**src/rtl/sequence_storage.sv**
```systemverilog
// sequence_storage
//   Collects dot/dash symbols from the key-press classifier and packs them into
//   three 10-bit Morse codes (five 2-bit slots each: 00 dot, 01 dash, 11 empty).
//   When the third character is committed, or on a flush of a non-empty buffer,
//   the packed 30-bit word is issued with a one-cycle o_storage_sent strobe.
//   A character that received more than five symbols is reported as 10'h3FF.
//
// Optional feature: define SEQ_STORAGE_AUTOCOMMIT_EN to build an idle timer that
//   commits the current character after IDLE_CYCLES quiet cycles. When the macro
//   is undefined, commits come only from i_char_end / i_flush.
//
// Ports
//   i_clk          system clock, rising edge
//   i_rst          asynchronous active-high reset
//   i_dot          one-cycle pulse, append dot
//   i_dash         one-cycle pulse, append dash (dot+dash together is ignored)
//   i_char_end     one-cycle pulse, commit current character
//   i_flush        one-cycle pulse, commit partial character and send
//   o_sequences    packed codes: char0 [29:20], char1 [19:10], char2 [9:0]
//   o_storage_sent one-cycle strobe, o_sequences valid in the same cycle
//   o_char_count   characters committed in the working buffer (0-2)
module sequence_storage #(
  parameter int IDLE_CYCLES = 50_000_000
) (
  input  logic        i_clk,
  input  logic        i_rst,
  input  logic        i_dot,
  input  logic        i_dash,
  input  logic        i_char_end,
  input  logic        i_flush,
  output logic [29:0] o_sequences,
  output logic        o_storage_sent,
  output logic [1:0]  o_char_count
);

  if (IDLE_CYCLES < 2) begin : g_idle_chk
    $error("sequence_storage: IDLE_CYCLES must be at least 2");
  end

  logic [29:0] r_work;
  logic [1:0]  r_ci;
  logic [2:0]  r_sc;
  logic        r_ov;
  logic [29:0] r_sequences;
  logic        r_sent;

  logic [29:0] w_work;
  logic [1:0]  w_ci;
  logic [2:0]  w_sc;
  logic        w_ov;
  logic        w_send;
  logic        w_commit;
  logic        w_sym;
  logic [1:0]  w_sym_code;
  logic        w_auto;

  assign w_sym      = i_dot ^ i_dash;
  assign w_sym_code = {1'b0, i_dash};

`ifdef SEQ_STORAGE_AUTOCOMMIT_EN
  // Down-counter loaded on every accepted symbol; terminal count (zero) while a
  // character is in progress and no new symbol arrives triggers a commit.
  logic [31:0] r_idle;

  assign w_auto = (r_sc != 3'd0) && (r_idle == 32'd0) && !w_sym;

  always_ff @(posedge i_clk or posedge i_rst) begin
    if (i_rst) begin
      r_idle <= 32'(IDLE_CYCLES - 1);
    end else if (w_send || w_commit || i_flush || w_sym) begin
      r_idle <= 32'(IDLE_CYCLES - 1);
    end else if (r_sc != 3'd0 && r_idle != 32'd0) begin
      r_idle <= r_idle - 32'd1;
    end
  end
`else
  assign w_auto = 1'b0;
`endif

  // Next working state: append first, then commit, then decide on a send.
  always_comb begin
    w_work   = r_work;
    w_ci     = r_ci;
    w_sc     = r_sc;
    w_ov     = r_ov;
    w_send   = 1'b0;
    w_commit = 1'b0;

    if (w_sym) begin
      if (r_sc == 3'd5) begin
        w_ov = 1'b1;
      end else begin
        for (int c = 0; c < 3; c++) begin
          for (int s = 0; s < 5; s++) begin
            if (r_ci == 2'(c) && r_sc == 3'(s)) begin
              w_work[29 - 10*c - 2*s -: 2] = w_sym_code;
            end
          end
        end
        w_sc = r_sc + 3'd1;
      end
    end

    if ((i_char_end || i_flush || w_auto) && w_sc != 3'd0) begin
      w_commit = 1'b1;
      if (w_ov) begin
        for (int c = 0; c < 3; c++) begin
          if (r_ci == 2'(c)) begin
            w_work[29 - 10*c -: 10] = 10'h3FF;
          end
        end
      end
      w_sc = 3'd0;
      w_ov = 1'b0;
      if (r_ci == 2'd2) begin
        w_send = 1'b1;
      end else begin
        w_ci = r_ci + 2'd1;
      end
    end

    if (i_flush && w_ci != 2'd0) begin
      w_send = 1'b1;
    end
  end

  always_ff @(posedge i_clk or posedge i_rst) begin
    if (i_rst) begin
      r_work      <= '1;
      r_ci        <= 2'd0;
      r_sc        <= 3'd0;
      r_ov        <= 1'b0;
      r_sequences <= '1;
      r_sent      <= 1'b0;
    end else if (w_send) begin
      r_sequences <= w_work;
      r_sent      <= 1'b1;
      r_work      <= '1;
      r_ci        <= 2'd0;
      r_sc        <= 3'd0;
      r_ov        <= 1'b0;
    end else begin
      r_sent      <= 1'b0;
      r_work      <= w_work;
      r_ci        <= w_ci;
      r_sc        <= w_sc;
      r_ov        <= w_ov;
    end
  end

  assign o_sequences    = r_sequences;
  assign o_storage_sent = r_sent;
  assign o_char_count   = r_ci;

endmodule

```
**config.mk**
```make
export PLATFORM = sky130hd
export DESIGN_NAME = sequence_storage
export DESIGN_NICKNAME = d
export VERILOG_FILES = /design/src/rtl/sequence_storage.sv
export SDC_FILE = /design/constraint.sdc
export NUM_CORES = 1
export LEC_CHECK = 0
export ABC_AREA = 1
export CAP_MARGIN = 20
export CORE_UTILIZATION = 45
export CTS_CLUSTER_DIAMETER = 40
export DETAILED_ROUTE_END_ITERATION = 6
export PLACE_DENSITY = 0.75
export SLEW_MARGIN = 5
export SYNTH_ARGS = -nofsm -noshare
export SYNTH_HDL_FRONTEND = slang
export SYNTH_SLANG_ARGS = --single-unit
```
**constraint.sdc**
```tcl
create_clock -name i_clk -period 5.5 [get_ports i_clk]
set_input_delay 1.1 -clock i_clk [delete_from_list [all_inputs] [get_ports i_clk]]
set_output_delay 1.1 -clock i_clk [all_outputs]
set_load 0.05 [all_outputs]
```
* After elaboration in Yosys (flattened, before gate mapping)
Index checks and enable logic that the tools add are counted.
Operators by class: bitwise gates (word level) 1, $add $sub $neg 2, reductions and logical operators 22, multiplexer cells 38, equality and inequality tests 7
Operators with widths (number):
- two-way mux 30 bit | 5
- two-way mux 2 bit | 18
- two-way mux 10 bit | 3
- logical AND 1 bit | 17
- two-way mux 3 bit | 4
- two-way mux 1 bit | 8
- == test 3 x 2 -> 1 bit (second input constant) | 2
- == test 3 bit (second input constant) | 2
- adder 3 x 1 -> 3 bit (second input constant) | 1
- == test 3 x 1 -> 1 bit (second input constant) | 1
- logical NOT 3 bit | 1
- nonzero test 3 bit | 1
- adder 2 x 1 -> 2 bit (second input constant) | 1
- == test 2 x 1 -> 1 bit (second input constant) | 1
- == test 2 bit (second input constant) | 1
- logical NOT 2 bit | 1
- nonzero test 2 bit | 1
- logical OR 1 bit | 1
- bitwise XOR 1 bit | 1
Word-level totals: logic and storage cells 76, output and inout bits 33, register bits 67

* Logic depth before layout (Yosys ltp)
depth after elaboration 10, gate-level depth with buffers 17

* Worst setup path before layout
No wires, ideal clock.
path kind input-to-reg, start in i_dot, end reg r_sequences[20] (netlist: o_sequences[20]), required time 5.424 ns, path slack 3.193 ns, data arrival time 2.232 ns, buffers on the path 1, stages 15, path through inv_1 > nand2_1 > nand2_2 > nand3_1 > nand2_1 > nand3_2 > nand2_2 > nand2_2 > nand2_2 > nand2_4 > nand2_8 > nand2_8 > buf_8 > nand2_2 > nand2_1
Between the ends: longest elaborated chain between the ends 8
Ends and longest elaborated chain:
- start, declared | RTL line 27 | input logic i_dot,
- bitwise XOR 1 bit * | RTL line 57 | assign w_sym = i_dot ^ i_dash;
- two-way mux 3 bit * | RTL line 89 | if (w_sym) begin
- nonzero test 3 bit * | RTL line 104 | if ((i_char_end || i_flush || w_auto) && w_sc != 3'd0) begin
- logical AND 1 bit * | RTL line 104
- two-way mux 2 bit | RTL line 104
- nonzero test 2 bit | RTL line 122 | if (i_flush && w_ci != 2'd0) begin
- logical AND 1 bit | RTL line 122
- two-way mux 1 bit * | RTL line 122
- named net w_send | RTL line 51 | logic w_send;
- end signal, assigned | RTL line 136 | r_sequences <= w_work;
- end, declared | RTL line 44 | logic [29:0] r_sequences;
The timed path passes the listed nets; every way through them passes the cells marked *. A chain may end at the register's enable or synchronous reset.

* Worst setup path after layout
start in i_dash, end reg r_sequences[29] (netlist: o_sequences[29])
Between the ends: longest elaborated chain between the ends 8
Ends and longest elaborated chain:
- start, declared | RTL line 28 | input logic i_dash,
- bitwise XOR 1 bit * | RTL line 57
- two-way mux 3 bit | RTL line 89
- nonzero test 3 bit | RTL line 104
- logical AND 1 bit | RTL line 104
- two-way mux 2 bit | RTL line 104
- nonzero test 2 bit | RTL line 122
- logical AND 1 bit | RTL line 122
- two-way mux 1 bit | RTL line 122
Mark *: on every way between the ends. The rest lies on a longest branch, timed or not.

==> results.py <==
metrics = {
    "pwr": {
        "power_switching_mw": 1.060,
        "pwr-share-clk_pct": 19.6,
        "p_per_area_mw_per_mm2": 617.4,
        "swShare_pct": 43.35,
        "power_frac_seq_pct": 33.0,
        "power_frac_comb_pct": 47.4,
        "p_int_mw": 1.385,
        "peakVddDrop_mv": 0.4073,
        "leakage_nw": 1.883,
    },
    "synth": {
        "syn_nets": 397,
        "synthArstFlopShare_pct": 100.0,
        "synth_edf_count": 0,
        "synth_area_leaders": "dfstp_2, nand2_1, nand4_1, nand3_1, dfrtp_1",
        "yosys-top-cells-count": "nand2_1, dfstp_2, nand3_1, nand4_1, inv_1",
        "yosysTopAreaCell": "dfstp_2",
        "ys.flop_type": "dfstp_2",
        "seq_area_frac_synth_pct": 52.45,
        "avgSynthCellArea_sq_um": 8.742,
        "yosysWarnings": 0,
        "yosysMostFrequentCell": "nand2_1",
        "synth_area_sq_mm": 0.003339,
        "syn_inst": 382,
        "synth_cell_types": 25,
        "ys_ff_latch": 67,
        "synth_top_area_share_pct": 47.21,
    },
    "cells_and_area": {
        "drive_above_1_share_pct": 24.76,
        "area_growth_syn_to_layout_pct": 18.58,
        "fin_area_sq_mm": 0.003960,
        "fin_util_pct": 54.89,
        "nets": 426,
        "antenna_cells": 0,
    },
    "clock_network": {
        "clk_latency_ns": 0.34,
        "postCtsSetupBuffers": 0,
        "cts_resized": 0,
        "root_buffer": "clkbuf_8",
        "cts_tree": "yes",
        "clkSinkCount": 67,
        "hold_buffers": 0,
        "cts_htree_levels": 3,
        "clk_pin_slew_worst_paths_ns": 0.07,
        "cts_buffer_depth": 2,
        "cts_made_buffers": 9,
    },
    "routing": {
        "drc": 0,
        "wl_mm": 6.649,
        "antenna_left": 0,
        "via_per_inst": 5.021,
        "num_vias": 2586,
        "dr.pass1.iters": 4,
        "routedWlPerCell_um": 12.91,
        "drt_iter0_markers": 181,
    },
    "min_path": {
        "holdPathStages": 2,
        "hp-class": "register to register",
        "hold_start": "o_sequences[9]$_DFFE_PP1P_",
    },
    "global_route": {
        "antenna_found_initial": 0,
        "grt_max_degree": 68,
        "grt_pass1_vias": 2523,
        "track_usage_pct": 19.39,
        "grt_pass1_wl_mm": 11.53,
        "grt_overflow_total": 0,
    },
    "place": {
        "post_dp_cell_area_sq_mm": 0.003724,
        "hpwl_mm": 4.194,
        "globalplace.congestion": 0.8721,
        "io_buffers": 38,
    },
    "setup_path": {
        "cp.arrival_ns": 3.83,
        "critical_path.startpoint": "i_dash",
        "path_cells": "clkdlybuf4s50_1 > inv_2 > nand2_1 > nand2_2 > nand3_1 > nand2_1 > nand3_2 > nand2_2 > inv_2 > nand2_2 > buf_4 > nand3_1 > nand2_1",
        "end_kind": "register",
        "worst_setup_path_start_kind": "input pin",
        "path_depth": 13,
        "reg2regPathDepth": 13,
        "cp_max_fo": 38,
        "slowest_stage": "nand2_2",
        "crit_required_ns": 5.79,
        "criticalPathCategory": "input pin to register",
        "r2r_start": "r_sc[1]$_DFF_PP0_",
        "crit_buf_inv": 4,
        "path_delay_family": "simple AND/OR/NAND/NOR gates",
        "cpPeakStageDelay_ns": 0.59,
    },
    "floorplan": {
        "dieWidth_um": 88.15,
        "initial_core_util_pct": 46.29,
        "dieHeight_um": 88.15,
        "rows": 31,
        "die_area_sq_mm": 0.007770,
        "pin_count": 39,
        "core_area_sq_mm": 0.007214,
    },
    "sta": {
        "slew_violations": 0,
        "holdWs_ns": 0.4833,
        "tns_ns": 0,
        "clock-skew-final_ns": 0.004651,
        "finalSetupViolCount": 0,
        "min_period_ns": 3.536,
        "finalHoldViolCount": 0,
        "rsz0062_at_grt": "false",
        "fin_crit_sh_pct": 64.29,
        "worst_pin_slew_ns": 0.8097,
        "relSlewSlack_pct": 46.02,
        "max_freq_mhz": 282.8,
    },
    "job": {
        "drv_cap": 0,
    },
    "status": {
        "outcome": "completed",
    },
}
[state kept, by name, summed over array words and instances (netlist names)]
name	count
r_sc	3
o_char_count	2
r_ov	1
o_sequences	30
o_storage_sent	1
r_work	30
[metal layers]
layer  share of wire (%)  wire length, um  track usage (%)  vias to the layer above
li1                    -                -                -                     1304
met1                  51             3377            25.60                     1224
met2                  44             2911            31.08                       48
met3                 3.8              254            3.393                       10
met4                 1.6              106            9.238                        0
met5                   0                0                0                        -
[metrics by stage]
stage | setup slack [ns] | power, mW | std cells
finish | 1.964 | 2.445 | 515
global route | 1.697 | 2.593 | 515
floorplan | 2.816 | 1.696 | 382
global placement | 1.766 | 1.959 | 499
detailed placement | 1.636 | 1.974 | 499
CTS | 2.014 | 2.463 | 515
[final timing paths]
kind / to / slack, ns
max: o_sequences[29]$_DFFE_PP1P_ / 1.96
min: o_sequences[9]$_DFFE_PP1P_ / 0.48
max reg2reg: o_sequences[29]$_DFFE_PP1P_ / 2.73
min reg2reg: o_sequences[9]$_DFFE_PP1P_ / 0.48
max in group asynchronous: r_sc[2]$_DFF_PP0_ / 3.66
min in group asynchronous: o_char_count[1]$_DFF_PP0_ / 1.35
[cell usage in the layout, fill, tap and decap left out]
| cell | netlist | routed |
|---|---|---|
| a21oi_1 | 5 | 5 |
| a31oi_1 | 1 | 1 |
| buf_4 | 3 | 2 |
| bufinv_16 | 0 | 2 |
| clkbuf_1 | 4 | 1 |
| clkbuf_16 | 0 | 1 |
| clkbuf_8 | 0 | 10 |
| clkdlybuf4s50_1 | 0 | 38 |
| clkinv_2 | 0 | 2 |
| dfrtp_1 | 7 | 7 |
| dfstp_2 | 60 | 60 |
| ha_1 | 9 | 9 |
| inv_1 | 24 | 23 |
| inv_2 | 3 | 4 |
| mux2i_1 | 3 | 3 |
| nand2_1 | 130 | 130 |
| nand2_2 | 14 | 14 |
| nand2_4 | 1 | 1 |
| nand2_8 | 2 | 2 |
| nand3_1 | 38 | 38 |
| nand3_2 | 2 | 2 |
| nand3b_1 | 2 | 2 |
| nand4_1 | 34 | 34 |
| nor2_1 | 13 | 13 |
| nor2_2 | 2 | 2 |
| o21ai_0 | 9 | 9 |
| or2_2 | 1 | 1 |
[cell families after synthesis]
group / share of synthesized area (%)
AND/OR/NAND/NOR: 33.91
flip-flops: 52.45
buffers and inverters: 7.081
AO/OA/AOI/OAI: 2.285
adder cells (fa/ha/maj): 3.372
multiplexers: 0.8992
[area by class of cell]
type                       instances  area, sq um
clock inverter                     4        70.07
inverter                          27        101.3
tap                               99        123.9
timing repair buffer              40        395.4
multi-input combinational        266         1351
clock buffer                      12        166.4
fill                             707         3254
sequential                        67         1752
[power groups by stage]
stage	combinational, mW	sequential (mW)	clock [mW]
finish	1.16	0.808	0.479
global route	1.26	0.828	0.506
CTS	1.16	0.811	0.489
detailed placement	1.16	0.816	0
global placement	1.14	0.815	0
floorplan	0.452	1.24	0
[worst min-delay path, delay by kind of cell (launching register included)]
kind | cells | cell delay (ns)
flip-flops | 1 | 0.37
AND/OR/NAND/NOR | 2 | 0.12
No activity file was read; power rests on OpenSTA's default activity.
